$ cat config.mk
export PLATFORM = sky130hd
export DESIGN_NAME = fir_input_ctrl_flat
export DESIGN_NICKNAME = d
export VERILOG_FILES = /design/src/rtl/fir_pkg.sv /design/src/rtl/fir_input_ctrl_if.sv /design/src/rtl/fir_rate_div.sv /design/src/rtl/fir_input_ctrl.sv /design/src/flat_wrapper.sv
export SDC_FILE = /design/constraint.sdc
export NUM_CORES = 1
export LEC_CHECK = 0
export ABC_AREA = 0
export ABC_CLOCK_PERIOD_IN_PS = 3650
export CAP_MARGIN = 20
export CORE_MARGIN = 2
export CORE_UTILIZATION = 55
export CTS_CLUSTER_DIAMETER = 120
export DETAILED_ROUTE_END_ITERATION = 12
export GPL_TIMING_DRIVEN = 0
export PLACE_DENSITY = 0.84
export SYNTH_ARGS = -nofsm -noshare
export SYNTH_HDL_FRONTEND = slang
export SYNTH_SLANG_ARGS = --single-unit
$ cat constraint.sdc
create_clock -name clk -period 3.65 [get_ports clk]
set_input_delay 0.9125 -clock clk [delete_from_list [all_inputs] [get_ports clk]]
set_output_delay 0.9125 -clock clk [all_outputs]
set_load 0.005 [all_outputs]
$ cat src/rtl/fir_pkg.sv
// Shared definitions for the FIR front-end and core: default widths,
// controller state encoding and the reset coefficient set.
package fir_pkg;

    localparam int FIR_DATA_W  = 8;
    localparam int FIR_N_COEFF = 3;
    localparam int FIR_DIV_W   = 8;

    // Entry 0 sits in the LSBs; the FIR core resets to the same set.
    localparam logic [FIR_N_COEFF*FIR_DATA_W-1:0] FIR_DEF_COEFF = {8'd0, 8'd0, 8'd0};

    typedef enum logic [1:0] {
        STREAM = 2'd0,
        LOAD   = 2'd1,
        GAP    = 2'd2
    } fir_state_e;

endpackage

$ cat src/rtl/fir_input_ctrl_if.sv
// Sample, configuration and FIR-facing signals of the input controller.
// The master side is the host/sample source; the slave side is fir_input_ctrl.
interface fir_input_ctrl_if
    import fir_pkg::*;
#(
    parameter int DATA_W = FIR_DATA_W
);

    logic signed [DATA_W-1:0] in_data;
    logic                     in_valid;
    logic                     cfg_wr;
    logic [1:0]               cfg_addr;
    logic signed [DATA_W-1:0] cfg_data;
    logic                     cfg_commit;

    logic signed [DATA_W-1:0] fir_x_n;
    logic                     fir_tvalid;
    logic                     fir_set_coeffs;

    modport master (
        output in_data, in_valid, cfg_wr, cfg_addr, cfg_data, cfg_commit,
        input  fir_x_n, fir_tvalid, fir_set_coeffs
    );

    modport slave (
        input  in_data, in_valid, cfg_wr, cfg_addr, cfg_data, cfg_commit,
        output fir_x_n, fir_tvalid, fir_set_coeffs
    );

endinterface

$ cat src/rtl/fir_rate_div.sv
// Input-rate divider: tick once every rate_div+1 cycles, with a synchronous
// clear that restarts the count from zero.
module fir_rate_div #(
    parameter int DIV_W = 8
) (
    input  logic             clk,
    input  logic             reset,
    input  logic [DIV_W-1:0] rate_div,
    input  logic             clr,
    output logic             tick
);

    logic [DIV_W-1:0] count;

    // A count already above a freshly lowered rate_div wraps through all-ones.
    assign tick = (count == rate_div);

    always_ff @(posedge clk or negedge reset) begin
        if (!reset) begin
            count <= '0;
        end else if (clr || tick) begin
            count <= '0;
        end else begin
            count <= count + 1'b1;
        end
    end

endmodule

$ cat src/rtl/fir_input_ctrl.sv
// FIR front end: decimates the sample stream and replays the shadow
// coefficient bank into the FIR on a commit request.
module fir_input_ctrl
    import fir_pkg::*;
#(
    parameter int                        DATA_W    = FIR_DATA_W,
    parameter int                        N_COEFF   = FIR_N_COEFF,
    parameter int                        DIV_W     = FIR_DIV_W,
    parameter logic [N_COEFF*DATA_W-1:0] DEF_COEFF = FIR_DEF_COEFF
) (
    input  logic             clk,
    input  logic             reset,
    input  logic [DIV_W-1:0] rate_div,
    fir_input_ctrl_if.slave  bus,
    output logic             busy,
    output logic             cfg_err,
    output logic [7:0]       drop_cnt
);

    localparam int               IDX_W    = (N_COEFF > 1) ? $clog2(N_COEFF) : 1;
    localparam logic [IDX_W-1:0] IDX_LAST = IDX_W'(N_COEFF - 1);

    function automatic logic [7:0] sat_inc(input logic [7:0] v);
        return (v == 8'hFF) ? v : v + 8'd1;
    endfunction

    fir_state_e               state, state_nxt;
    logic [IDX_W-1:0]         idx, idx_nxt;
    logic                     tick;
    logic                     div_clr;
    logic                     wr_ok;
    logic                     cfg_bad;
    logic signed [DATA_W-1:0] shadow     [N_COEFF];
    logic signed [DATA_W-1:0] shadow_fwd [N_COEFF];
    logic signed [DATA_W-1:0] x_n_nxt;
    logic                     tvalid_nxt;
    logic                     set_nxt;
    logic                     busy_nxt;

    fir_rate_div #(
        .DIV_W (DIV_W)
    ) u_rate_div (
        .clk      (clk),
        .reset    (reset),
        .rate_div (rate_div),
        .clr      (div_clr),
        .tick     (tick)
    );

    assign wr_ok   = bus.cfg_wr && (state == STREAM) && (32'(bus.cfg_addr) < N_COEFF);
    assign cfg_bad = bus.cfg_wr && !wr_ok;

    // Same-cycle write is forwarded so a commit snapshots the updated bank.
    always_comb begin
        for (int i = 0; i < N_COEFF; i++) begin
            shadow_fwd[i] = (wr_ok && (32'(bus.cfg_addr) == i)) ? bus.cfg_data : shadow[i];
        end
    end

    always_ff @(posedge clk or negedge reset) begin
        if (!reset) begin
            for (int i = 0; i < N_COEFF; i++) begin
                shadow[i] <= DEF_COEFF[i*DATA_W +: DATA_W];
            end
        end else begin
            for (int i = 0; i < N_COEFF; i++) begin
                shadow[i] <= shadow_fwd[i];
            end
        end
    end

    always_ff @(posedge clk or negedge reset) begin
        if (!reset) begin
            state <= STREAM;
            idx   <= '0;
        end else begin
            state <= state_nxt;
            idx   <= idx_nxt;
        end
    end

    // Output values are computed for the state being entered, so the
    // registered outputs line up with the state they describe.
    always_comb begin
        state_nxt  = state;
        idx_nxt    = idx;
        div_clr    = 1'b0;
        x_n_nxt    = bus.in_data;
        tvalid_nxt = 1'b0;
        set_nxt    = 1'b0;
        busy_nxt   = 1'b0;
        case (state)
            STREAM: begin
                tvalid_nxt = bus.in_valid & tick;
                if (bus.cfg_commit) begin
                    state_nxt  = LOAD;
                    idx_nxt    = '0;
                    tvalid_nxt = 1'b0;
                    set_nxt    = 1'b1;
                    busy_nxt   = 1'b1;
                    x_n_nxt    = shadow_fwd[0];
                end
            end
            LOAD: begin
                busy_nxt = 1'b1;
                if (idx == IDX_LAST) begin
                    state_nxt = GAP;
                    x_n_nxt   = '0;
                end else begin
                    idx_nxt = idx + 1'b1;
                    set_nxt = 1'b1;
                    x_n_nxt = shadow[idx + 1'b1];
                end
            end
            GAP: begin
                state_nxt = STREAM;
                div_clr   = 1'b1;
                x_n_nxt   = '0;
            end
            default: begin
                state_nxt = STREAM;
            end
        endcase
    end

    // Output register stage
    always_ff @(posedge clk or negedge reset) begin
        if (!reset) begin
            bus.fir_x_n        <= '0;
            bus.fir_tvalid     <= 1'b0;
            bus.fir_set_coeffs <= 1'b0;
            busy               <= 1'b0;
            cfg_err            <= 1'b0;
            drop_cnt           <= '0;
        end else begin
            bus.fir_x_n        <= x_n_nxt;
            bus.fir_tvalid     <= tvalid_nxt;
            bus.fir_set_coeffs <= set_nxt;
            busy               <= busy_nxt;
            if (cfg_bad) begin
                cfg_err <= 1'b1;
            end
            if ((state != STREAM) && bus.in_valid) begin
                drop_cnt <= sat_inc(drop_cnt);
            end
        end
    end

endmodule

$ cat src/flat_wrapper.sv
// flat-port wrapper written by rule: the top's interface ports become plain ports
module fir_input_ctrl_flat import fir_pkg::*;
#(
    parameter int                        DATA_W    = FIR_DATA_W,
    parameter int                        N_COEFF   = FIR_N_COEFF,
    parameter int                        DIV_W     = FIR_DIV_W,
    parameter logic [N_COEFF*DATA_W-1:0] DEF_COEFF = FIR_DEF_COEFF
)
  (clk, reset, rate_div, busy, cfg_err, drop_cnt, bus_in_data, bus_in_valid, bus_cfg_wr, bus_cfg_addr, bus_cfg_data, bus_cfg_commit, bus_fir_x_n, bus_fir_tvalid, bus_fir_set_coeffs);
  fir_input_ctrl_if #(.DATA_W(DATA_W)) bus_i ();
  input  logic clk;
  input  logic reset;
  input  logic [DIV_W-1:0] rate_div;
  output logic busy;
  output logic cfg_err;
  output logic [7:0] drop_cnt;
  input wire logic [$bits(bus_i.in_data)-1:0] bus_in_data;
  input wire logic [$bits(bus_i.in_valid)-1:0] bus_in_valid;
  input wire logic [$bits(bus_i.cfg_wr)-1:0] bus_cfg_wr;
  input wire logic [$bits(bus_i.cfg_addr)-1:0] bus_cfg_addr;
  input wire logic [$bits(bus_i.cfg_data)-1:0] bus_cfg_data;
  input wire logic [$bits(bus_i.cfg_commit)-1:0] bus_cfg_commit;
  output wire logic [$bits(bus_i.fir_x_n)-1:0] bus_fir_x_n;
  output wire logic [$bits(bus_i.fir_tvalid)-1:0] bus_fir_tvalid;
  output wire logic [$bits(bus_i.fir_set_coeffs)-1:0] bus_fir_set_coeffs;
  assign bus_i.in_data = bus_in_data;
  assign bus_i.in_valid = bus_in_valid;
  assign bus_i.cfg_wr = bus_cfg_wr;
  assign bus_i.cfg_addr = bus_cfg_addr;
  assign bus_i.cfg_data = bus_cfg_data;
  assign bus_i.cfg_commit = bus_cfg_commit;
  assign bus_fir_x_n = bus_i.fir_x_n;
  assign bus_fir_tvalid = bus_i.fir_tvalid;
  assign bus_fir_set_coeffs = bus_i.fir_set_coeffs;
  fir_input_ctrl #(.DATA_W(DATA_W), .N_COEFF(N_COEFF), .DIV_W(DIV_W), .DEF_COEFF(DEF_COEFF)) u_core (.clk(clk), .reset(reset), .rate_div(rate_div), .bus(bus_i), .busy(busy), .cfg_err(cfg_err), .drop_cnt(drop_cnt));
endmodule
==> results of run 1 <==
registers in the layout, summed over array words and instances (netlist names):
name / count
u_core.bus.fir_set_coeffs: 1
u_core.idx: 2
u_core.bus.fir_x_n: 8
u_core.bus.fir_tvalid: 1
u_core.shadow: 24
u_core.cfg_err: 1
u_core.u_rate_div.count: 8
u_core.state: 2
u_core.busy: 1
u_core.drop_cnt: 8
metrics by stage:
stage | power (W) | instances | setup slack, ns | utilization [%] | TNS, ns
6_report | 0.00271 | 321 | 1.33 | 71.7 | 0
5_1_grt | 0.00290 | 321 | 1.23 | 71.7 | 0
4_1_cts | 0.00273 | 321 | 1.33 | 71.7 | 0
3_5_place_dp | 0.00229 | 313 | 1.14 | 69.0 | 0
3_3_place_gp | 0.00224 | 312 | -0.0108 | 68.7 | -0.486
2_1_floorplan | 0.00189 | 208 | 1.69 | - | 0
path summary, 6_finish.rpt:
check,start,endpoint,slack (ns),depth (start not counted)
worst min register to register,u_core.cfg_err,u_core.cfg_err,0.47,1
worst max-delay path,u_core.idx[0],u_core.bus.fir_x_n[0],1.33,8
worst min-delay path,u_core.cfg_err,u_core.cfg_err,0.47,1
min in group asynchronous,reset,u_core.drop_cnt[5],0.57,1
worst max register to register,u_core.idx[0],u_core.bus.fir_x_n[0],1.33,8
max in group asynchronous,reset,u_core.shadow[17],2.52,2
metal layers:
layer  vias to the layer above  track usage [%]
li1                        867                -
met1                       878             28.0
met2                        56             35.4
met3                         7             4.28
met4                         0             6.79
met5                         -                0
power by group through the flow:
stage / sequential [W] / clock [W] / combinational (W)
6_report: 0.00107 / 0.000438 / 0.00120
5_1_grt: 0.00111 / 0.000469 / 0.00133
4_1_cts: 0.00107 / 0.000447 / 0.00122
3_5_place_dp: 0.00108 / 0 / 0.00121
3_3_place_gp: 0.00107 / 0 / 0.00117
2_1_floorplan: 0.00105 / 0 / 0.000832
logic make-up (layout without fill, tap and decap cells):
family,after synthesis,in the layout,share of synthesized area (%)
flip-flops,56,56,53.2
AND/OR/NAND/NOR,52,52,10.3
multiplexers,33,33,14.9
AO/OA/AOI/OAI,32,32,10.9
XOR/XNOR,21,21,6.98
buffers and inverters,11,70,2.28
adder cells (fa/ha/maj),3,3,1.43
cell usage after synthesis (all sizes together) (5+ instances only):
master,instances
a22o,8
a31o,8
dfrtp,56
mux2,25
mux2i,8
nand2,13
nand3,8
nor2,14
nor3,5
o2bb2ai,8
xnor2,10
xor2,11
area by class of cell:
class / count / share of cell area [%]
clock buffers: 7 / 2.88
inverters: 4 / 0.449
flip-flops and latches: 56 / 41.9
repair buffers: 51 / 15.4
multi-input cells: 141 / 35.1
well taps: 54 / 2.02
clock inverters: 1 / 0.898
plain buffers: 7 / 1.35
worst max-delay path, stage by stage (launching register included):
cell       delay, ns
dfrtp_1         0.40
clkinv_1        0.28
ha_1            0.38
buf_4           0.19
nor2b_1         0.14
clkbuf_1        0.24
o2bb2ai_1       0.19
a22o_1          0.23
a31o_1          0.18
==> key figures, run 1 <==
Outcome
  – Run status: finished clean

Clock network
  – CTS tree: built
  – Total number of H-tree levels: 2
  – Clk Latency, worst-skew pair: 0.31 ns
  – CTS Buf Count: 5
  – # hold bufs at CTS: 0
  – CTS Sinks: 56
  – Clock root buffer: clkbuf_8
  – Post_cts resized: 0
  – Clk slew on worst S/H paths: 0.09 ns
  – Post-CTS setup buffers: 0
  – Clock Tree Buf Depth: 2

STA
  – Hold WS: between 0.4 and 0.5 ns
  – Max Slew Vio Count: 0
  – Period utilization: 63.6%
  – Setup Skew: ~0.0040 ns
  – Fmax: between 0.4 and 0.5 GHz
  – RSZ-0062 raised after global routing: false
  – Fin crit period: around 2.3 ns
  – Final hold vios: 0
  – Rel. slew slack: 54.5%
  – Worst-Margin Slew: roughly 0.68 ns
  – Setup violators final: 0

Global routing
  – Initial antenna violation count: 0
  – Grt ovf: 0
  – Pin count of the biggest net entering global routing: 34
  – GRT Util Overall: 21.3%
  – Vias in the first global route: ~1800
  – First-pass GRT wire length: between 8 and 9 mm

Finish
  – Commonest non-fill, non-tap cell in the layout: dfrtp_1
  – Area of the multi-input gates: 1170 µm²
  – Commonest cells after routing, fill and taps aside: dfrtp_1, clkdlybuf4s50_1, mux2_2, nor2_1, nand2_1
  – Register area: between 1000 and 1500 µm²
  – Design area: between 3000 and 4000 µm²
  – Share of cells above drive strength 1: approximately 16%
  – Final #Nets: 300
  – Fill cell count: 352
  – Antenna fix cells: 0
  – Syn-to-layout area delta: 26.9%

Floorplan
  – Placeable core area: 4660 µm²
  – Initial Utilization: between 50% and 60%
  – IO Pins: between 50 and 60
  – DIE WIDTH: approximately 73 µm
  – Die ar.: ~5400 µm²
  – Die Ht: around 73 µm
  – Row cnt: 25

Route
  – Post-route ant nets: 0
  – Vias per cell: approximately 5.6
  – Vias: roughly 1800
  – Routed met1 length: 2.29 mm
  – Residual DRC count: 0
  – Top routing layer in use: met4
  – First-pass DRT Iterations: 4
  – DR WL met2: between 2 and 3 mm
  – Drt wl/cell: between 15 and 20 µm
  – Total detailed-routing wirelength: around 5 mm
  – Drt initial violations: 49
  – Metal3 WL: about 220 µm

Power
  – Static Leakage: ~1.5 nW
  – Internal power: 0.00180 W
  – Share of power burned in combinational logic: 44.4%
  – Clk pwr share: 16.1%
  – VDD IR max: slightly above 0.4 mV
  – Switching portion of total power: around 34%
  – Power Density: just over 800 nW/µm²
  – Reg power frac: approximately 40%
  – Net Switching: around 0.00092 W

Logic synthesis
  – Count of different cell masters after synthesis: 35
  – Yosys reg bits: 56
  – Post-synth EDFFs: 0
  – Main area contributors after synthesis: dfrtp_1, mux2_2, mux2_4
  – Mapped Cells: between 200 and 250
  – Biggest area consumer among synthesized cells: dfrtp_1
  – Post-synth top area share: 53.2%
  – Avg Synthesized Cell Area: ~13 µm²
  – Cell area after synthesis: about 2600 µm²
  – Post-synth ARST share: 100%
  – Synth Net Count: 242
  – Post-synthesis sequential area ratio: 53.2%
  – Warnings, synthesis: 0
  – Ys flop type: dfrtp_1

Setup path
  – CP Capture Type: flop
  – Worst-path fanout max: 10
  – CP Launch Type: flop
  – Crit Path Class: reg2reg
  – Worst EP required: around 3.9 ns
  – Data arrival time of the critical path: 2.53 ns

Placed design
  – Input/output buffers: 50
  – Routability cong.: 0.800
  – Area after DPL: approximately 3200 µm²
  – Post-DP HPWL: 3.55 mm

Job
  – Max Cap Viol: 0

Worst hold path
  – Hold Crit Class: reg2reg
No activity file was read; power rests on OpenSTA's default activity.
==> run 2, diff against run 1 <==
ABC_CLOCK_PERIOD_IN_PS = 2400   (was 3650)
CORE_UTILIZATION = 51   (was 55)
PLACE_DENSITY = 0.79   (was 0.84)
clock period = 2.4 ns   (was 3.65 ns; I/O delays follow)
==> key figures, run 2 (same netlist as run 1, synthesis figures left out) <==
STA
  – Setup Skew: 0.0101 ns (+0.00608 ns)
  – Fin crit period: 2.29 ns (-0.0346 ns)
  – Setup TNS: 0 ns (unchanged)
  – RSZ-0062 raised after global routing: false
  – Setup violators final: 0 (unchanged)
  – Worst-Margin Slew: 0.592 ns (-0.0864 ns)
  – Max Slew Vio Count: 0 (unchanged)
  – Final hold vios: 0 (unchanged)
  – Fmax: 0.438 GHz (+1.5%)
  – Rel. slew slack: 60.3% (+5.8 points)
  – Period utilization: 95.2% (+32 points)

Route
  – Vias: 1811 (+0.17%)
  – Total detailed-routing wirelength: 5.18 mm (+0.76%)
  – Drt initial violations: 83 (+69%)
  – Post-route ant nets: 0 (unchanged)
  – Residual DRC count: 0 (unchanged)
  – First-pass DRT Iterations: 5 (+1)
  – Drt wl/cell: 15.4 µm (-3.7%)
  – Vias per cell: 5.39 (-4.3%)

Finish
  – Post-Route Utilization: 65.8% (-5.9 points)
  – Fill cell count: 396 (+13%)
  – Syn-to-layout area delta: 26.0%
  – Register with the most flip-flops: u_core.shadow
  – Max reg flops: 24 (unchanged)
  – Area of the multi-input gates: 1170 µm² (unchanged)
  – Final #Nets: 300 (unchanged)
  – Register area: 1400 µm² (unchanged)
  – Design area: 3320 µm² (-0.71%)
  – Commonest non-fill, non-tap cell in the layout: dfrtp_1
  – Commonest cells after routing, fill and taps aside: dfrtp_1, clkdlybuf4s50_1, mux2_2, nor2_1, nand2_1
  – Antenna fix cells: 0 (unchanged)
  – Share of cells above drive strength 1: 16.2% (+0.061 points)

Setup path
  – Crit Path Class: reg2reg
  – CP Launch Type: flop
  – Reg2reg end: u_core.bus.fir_x_n[0]
  – Worst EP required: 2.61 ns (-1.25 ns)
  – CP Capture Type: flop
  – R2R depth: 8 (unchanged)
  – Data arrival time of the critical path: 2.50 ns (-0.03 ns)
  – Reg-to-reg slack, setup: 0.11 ns (-1.22 ns)
  – Worst-path fanout max: 10 (unchanged)
  – Reg2reg start: u_core.idx[0]

Global routing
  – Grt ovf: 0 (unchanged)
  – First-pass GRT wire length: 8.47 mm (-1.9%)
  – Initial antenna violation count: 0 (unchanged)
  – Pin count of the biggest net entering global routing: 35 (+2.9%)
  – Vias in the first global route: 1777 (-0.67%)
  – GRT Util Overall: 19.8% (-1.5 points)

Clock network
  – CTS Buf Count: 5 (unchanged)
  – Post-CTS setup buffers: 0 (unchanged)
  – # hold bufs at CTS: 0 (unchanged)
  – Clock Tree Buf Depth: 2 (unchanged)
  – Clock root buffer: clkbuf_8
  – CTS tree: built
  – Post_cts resized: 0 (unchanged)
  – CTS Sinks: 56 (unchanged)
  – Total number of H-tree levels: 2 (unchanged)
  – Clk slew on worst S/H paths: 0.10 ns (about the same)
  – Clk Latency, worst-skew pair: 0.31 ns (about the same)

Placed design
  – Area after DPL: 3240 µm² (+0.62%)
  – Input/output buffers: 50 (unchanged)
  – Post-DP HPWL: 3.66 mm (+3.1%)
  – Routability cong.: 0.781 (-2.4%)

Job
  – Max Cap Viol: 0 (unchanged)

Power
  – Power Density: 1200 nW/µm² (+47%)
  – VDD IR max: 0.551 mV (+34%)
  – Static Leakage: 1.48 nW (-1.4%)

Floorplan
  – IO Pins: 51 (unchanged)
  – Row cnt: 26 (+4.0%)
  – Die Ht: 75.9 µm (+3.6%)
  – Initial Utilization: 52.2% (-4.3 points)
  – DIE WIDTH: 75.9 µm (+3.6%)
  – Die ar.: 5750 µm² (+7.4%)
  – Placeable core area: 5040 µm² (+8.2%)

Worst hold path
  – Hold Crit Class: in2async

Outcome
  – Run status: finished clean
run 2: cell count changes in the layout (fill, tap and decap cells not counted):
cell / delta
bufinv_16: -1
clkbuf_1: -1
clkinvlp_4: +1
clkinv_2: +1
clkbuf_2: +1
clkbuf_8: -2
run 2: routing by layer:
layer	GRT usage (%)	part of all wire [%]
met4	7.21	1.3
met2	31.5	47
met5	0	0
met3	3.44	4.7
met1	27.4	47
run 2: area by class of cell:
type,instances,area share [%]
timing repair buffer,51,15.5
multi-input combinational,141,35.3
clock buffer,5,2.07
inverter,4,0.452
buffer,7,1.39
sequential,56,42.2
tap,70,2.64
clock inverter,2,0.377
run 2: through the flow:
stage          total power [W]  setup WS [ns]  hold slack, ns  cells
2_1_floorplan          0.00287          0.440           0.304    208
3_3_place_gp           0.00342         -0.973           0.447    328
3_5_place_dp           0.00349         0.0615           0.452    329
4_1_cts                0.00399         0.0506           0.266    336
5_1_grt                0.00426         0.0108           0.285    336
6_report               0.00397          0.115           0.253    336
run 2: where the power goes:
| part | total, W | switching (W) | internal, W |
|---|---|---|---|
| logic | 0.00183 | 0.000818 | 0.00101 |
| clock network | 0.000501 | 0.000302 | 0.000199 |
| registers | 0.00164 | 0.000282 | 0.00136 |
run 2: worst max path at each step:
stage	from	to	slack (ns)	cells after the start
finish	u_core.idx[0]	u_core.bus.fir_x_n[0]	0.11	8
global route	u_core.idx[0]	u_core.bus.fir_x_n[4]	0.01	8
CTS	u_core.idx[0]	u_core.bus.fir_x_n[0]	0.05	8
detailed placement	u_core.idx[0]	u_core.bus.fir_x_n[0]	0.06	8
global placement	reset	u_core.shadow[0]	-0.97	1
floorplan	u_core.idx[0]	u_core.bus.fir_x_n[0]	0.44	8
run 2: worst max-delay path, cell delays in order, from the launching register on:
cell and delay, ns:
dfrtp_1 0.40, clkinv_1 0.30, ha_1 0.39, buf_4 0.19
nor2b_1 0.14, clkbuf_2 0.20, o2bb2ai_1 0.16, a22o_1 0.23
a31o_1 0.18
==> run 3, diff against run 2 <==
CTS_CLUSTER_SIZE = 30   (was default)
PLACE_DENSITY = 0.81   (was 0.79)
==> key figures, run 3 (same netlist as run 1, synthesis figures left out) <==
Outcome
  – Run status: finished clean

Power
  – Final Total Pwr: 0.00410 W (+3.3%)
  – Power Density: 1220 nW/µm² (+2.3%)
  – Static Leakage: 1.49 nW (+0.88%)
  – VDD IR max: 0.622 mV (+13%)

Setup path
  – CP Capture Type: flop
  – Crit-path cells: clkinvlp_4 -> ha_1 -> buf_4 -> nor2b_1 -> clkbuf_2 -> o2bb2ai_1 -> a22o_1 -> a31o_1
  – Data arrival time of the critical path: 2.42 ns (-0.08 ns)
  – CP Launch Type: flop
  – Reg2reg start: u_core.idx[0]
  – Worst EP required: 2.61 ns (about the same)
  – Max stage delay on crit path: 0.45 ns (+0.05 ns)
  – Crit Path Class: reg2reg
  – Slowest cell on crit path: dfrtp_1
  – R2R depth: 8 (unchanged)
  – Critical Path Start: u_core.idx[0]
  – Worst-path fanout max: 10 (unchanged)

Global routing
  – Grt ovf: 0 (unchanged)
  – Pin count of the biggest net entering global routing: 30 (-14%)
  – First-pass GRT wire length: 8.63 mm (+1.9%)
  – GRT Util Overall: 20.4% (+0.56 points)
  – Vias in the first global route: 1865 (+5.0%)
  – Initial antenna violation count: 0 (unchanged)

Clock network
  – Clk Latency, worst-skew pair: 0.31 ns (about the same)
  – Clk slew on worst S/H paths: 0.10 ns (about the same)
  – # hold bufs at CTS: 0 (unchanged)
  – CTS Buf Count: 5 (unchanged)
  – Total number of H-tree levels: 2 (unchanged)
  – CTS Sinks: 56 (unchanged)
  – Clock Tree Buf Depth: 2 (unchanged)
  – CTS tree: built
  – Clock root buffer: clkbuf_8

Floorplan
  – DIE WIDTH: 75.9 µm (unchanged)
  – Row cnt: 26 (unchanged)
  – IO Pins: 51 (unchanged)
  – Die Ht: 75.9 µm (unchanged)
  – Initial Utilization: 52.2% (unchanged)
  – Placeable core area: 5040 µm² (unchanged)
  – Die ar.: 5750 µm² (unchanged)

STA
  – Worst-Margin Slew: 0.655 ns (+0.0629 ns)
  – Rel. slew slack: 56.3% (-4.0 points)
  – Setup Skew: 0.00253 ns (-0.00759 ns)
  – Setup violators final: 0 (unchanged)
  – Max Slew Vio Count: 0 (unchanged)
  – RSZ-0062 raised after global routing: false
  – Period utilization: 92.4% (-2.8 points)
  – Fmax: 0.451 GHz (+3.0%)
  – Setup TNS: 0 ns (unchanged)
  – Final hold vios: 0 (unchanged)
  – Fin crit period: 2.22 ns (-0.0673 ns)

Route
  – Total detailed-routing wirelength: 5.27 mm (+1.8%)
  – Residual DRC count: 0 (unchanged)
  – Vias per cell: 5.46 (+1.4%)
  – First-pass DRT Iterations: 4 (-1)
  – Post-route ant nets: 0 (unchanged)
  – Vias: 1841 (+1.7%)
  – Drt wl/cell: 15.6 µm (+1.5%)
  – Drt initial violations: 88 (+6.0%)

Job
  – Max Cap Viol: 0 (unchanged)

Finish
  – Share of cells above drive strength 1: 16.9% (+0.69 points)
  – Syn-to-layout area delta: 27.3%
  – Commonest non-fill, non-tap cell in the layout: dfrtp_1
  – Register with the most flip-flops: u_core.shadow
  – Post-Layout Cell Count: 337 (+0.30%)
  – Final #Nets: 300 (unchanged)
  – Antenna fix cells: 0 (unchanged)
  – Design area: 3350 µm² (+1.0%)
  – Max reg flops: 24 (unchanged)
  – Commonest cells after routing, fill and taps aside: dfrtp_1, clkdlybuf4s50_1, mux2_2, nor2_1, nand2_1

Placed design
  – Routability cong.: 0.811 (+3.8%)
  – Post-DP HPWL: 3.75 mm (+2.5%)
  – Input/output buffers: 50 (unchanged)
  – Area after DPL: 3240 µm² (unchanged)
  – DP Cell Count: 329 (unchanged)

Worst hold path
  – Hold Crit Class: in2async
run 3: changes by cell type in the layout (fill, tap and decap cells not counted), sizes merged:
| cell | previous run | this run |
|---|---|---|
| bufinv | 0 | 1 |
| clkinv | 2 | 1 |
| clkinvlp | 1 | 2 |
run 3: final cells by class:
type / count / area (µm²)
Buffer: 7 / 46.3
Clock buffer: 5 / 68.8
Clock inverter: 3 / 42.5
Fill cell: 387 / 1690
Inverter: 4 / 18.8
Multi-Input combinational cell: 141 / 1170
Sequential cell: 56 / 1400
Tap cell: 70 / 87.6
Timing Repair Buffer: 51 / 515
run 3: metrics by stage:
stage	hold WS [ns]	setup WS [ns]	util (%)
2_1_floorplan	0.304	0.440	-
3_3_place_gp	0.443	-0.943	63.9
3_5_place_dp	0.449	0.0753	64.2
4_1_cts	0.331	0.0494	66.4
5_1_grt	0.338	0.0472	66.5
6_report	0.308	0.182	66.5
run 3: timing repair:
item	CTS	global route
setup endpoints to repair	0	8
resized for setup	0	3
buffers inserted	0	0
run 3: worst paths after layout:
kind | slack, ns | endpoint
min reg2reg | 0.46 | u_core.cfg_err
max in group asynchronous | 1.52 | u_core.idx[1]
min in group clk | 0.46 | u_core.cfg_err
max reg2reg | 0.18 | u_core.bus.fir_x_n[0]
max | 0.18 | u_core.bus.fir_x_n[0]
min | 0.31 | u_core.drop_cnt[3]
run 3: report_power, final:
| group | internal, W | total [W] | switching, W |
|---|---|---|---|
| clock | 0.000309 | 0.000610 | 0.000301 |
| sequential | 0.00136 | 0.00165 | 0.000292 |
| combinational | 0.00102 | 0.00184 | 0.000827 |
| total | 0.00268 | 0.00410 | 0.00142 |
run 3: critical path, delay by kind of cell, from the launching register on:
family,cells,cell delay [ns]
compound gates,3,0.56
fa+ha+maj,1,0.34
buf+inv,3,0.64
flops,1,0.45
simple gates,1,0.14
run 3: layer usage:
| layer | vias up | GRT usage, % | share of wire [%] |
|---|---|---|---|
| li1 | 865 | - | - |
| met5 | - | 0 | 0 |
| met1 | 914 | 25.2 | 44 |
| met3 | 7 | 4.37 | 4.3 |
| met4 | 0 | 7.41 | 1.3 |
| met2 | 55 | 35.2 | 50 |
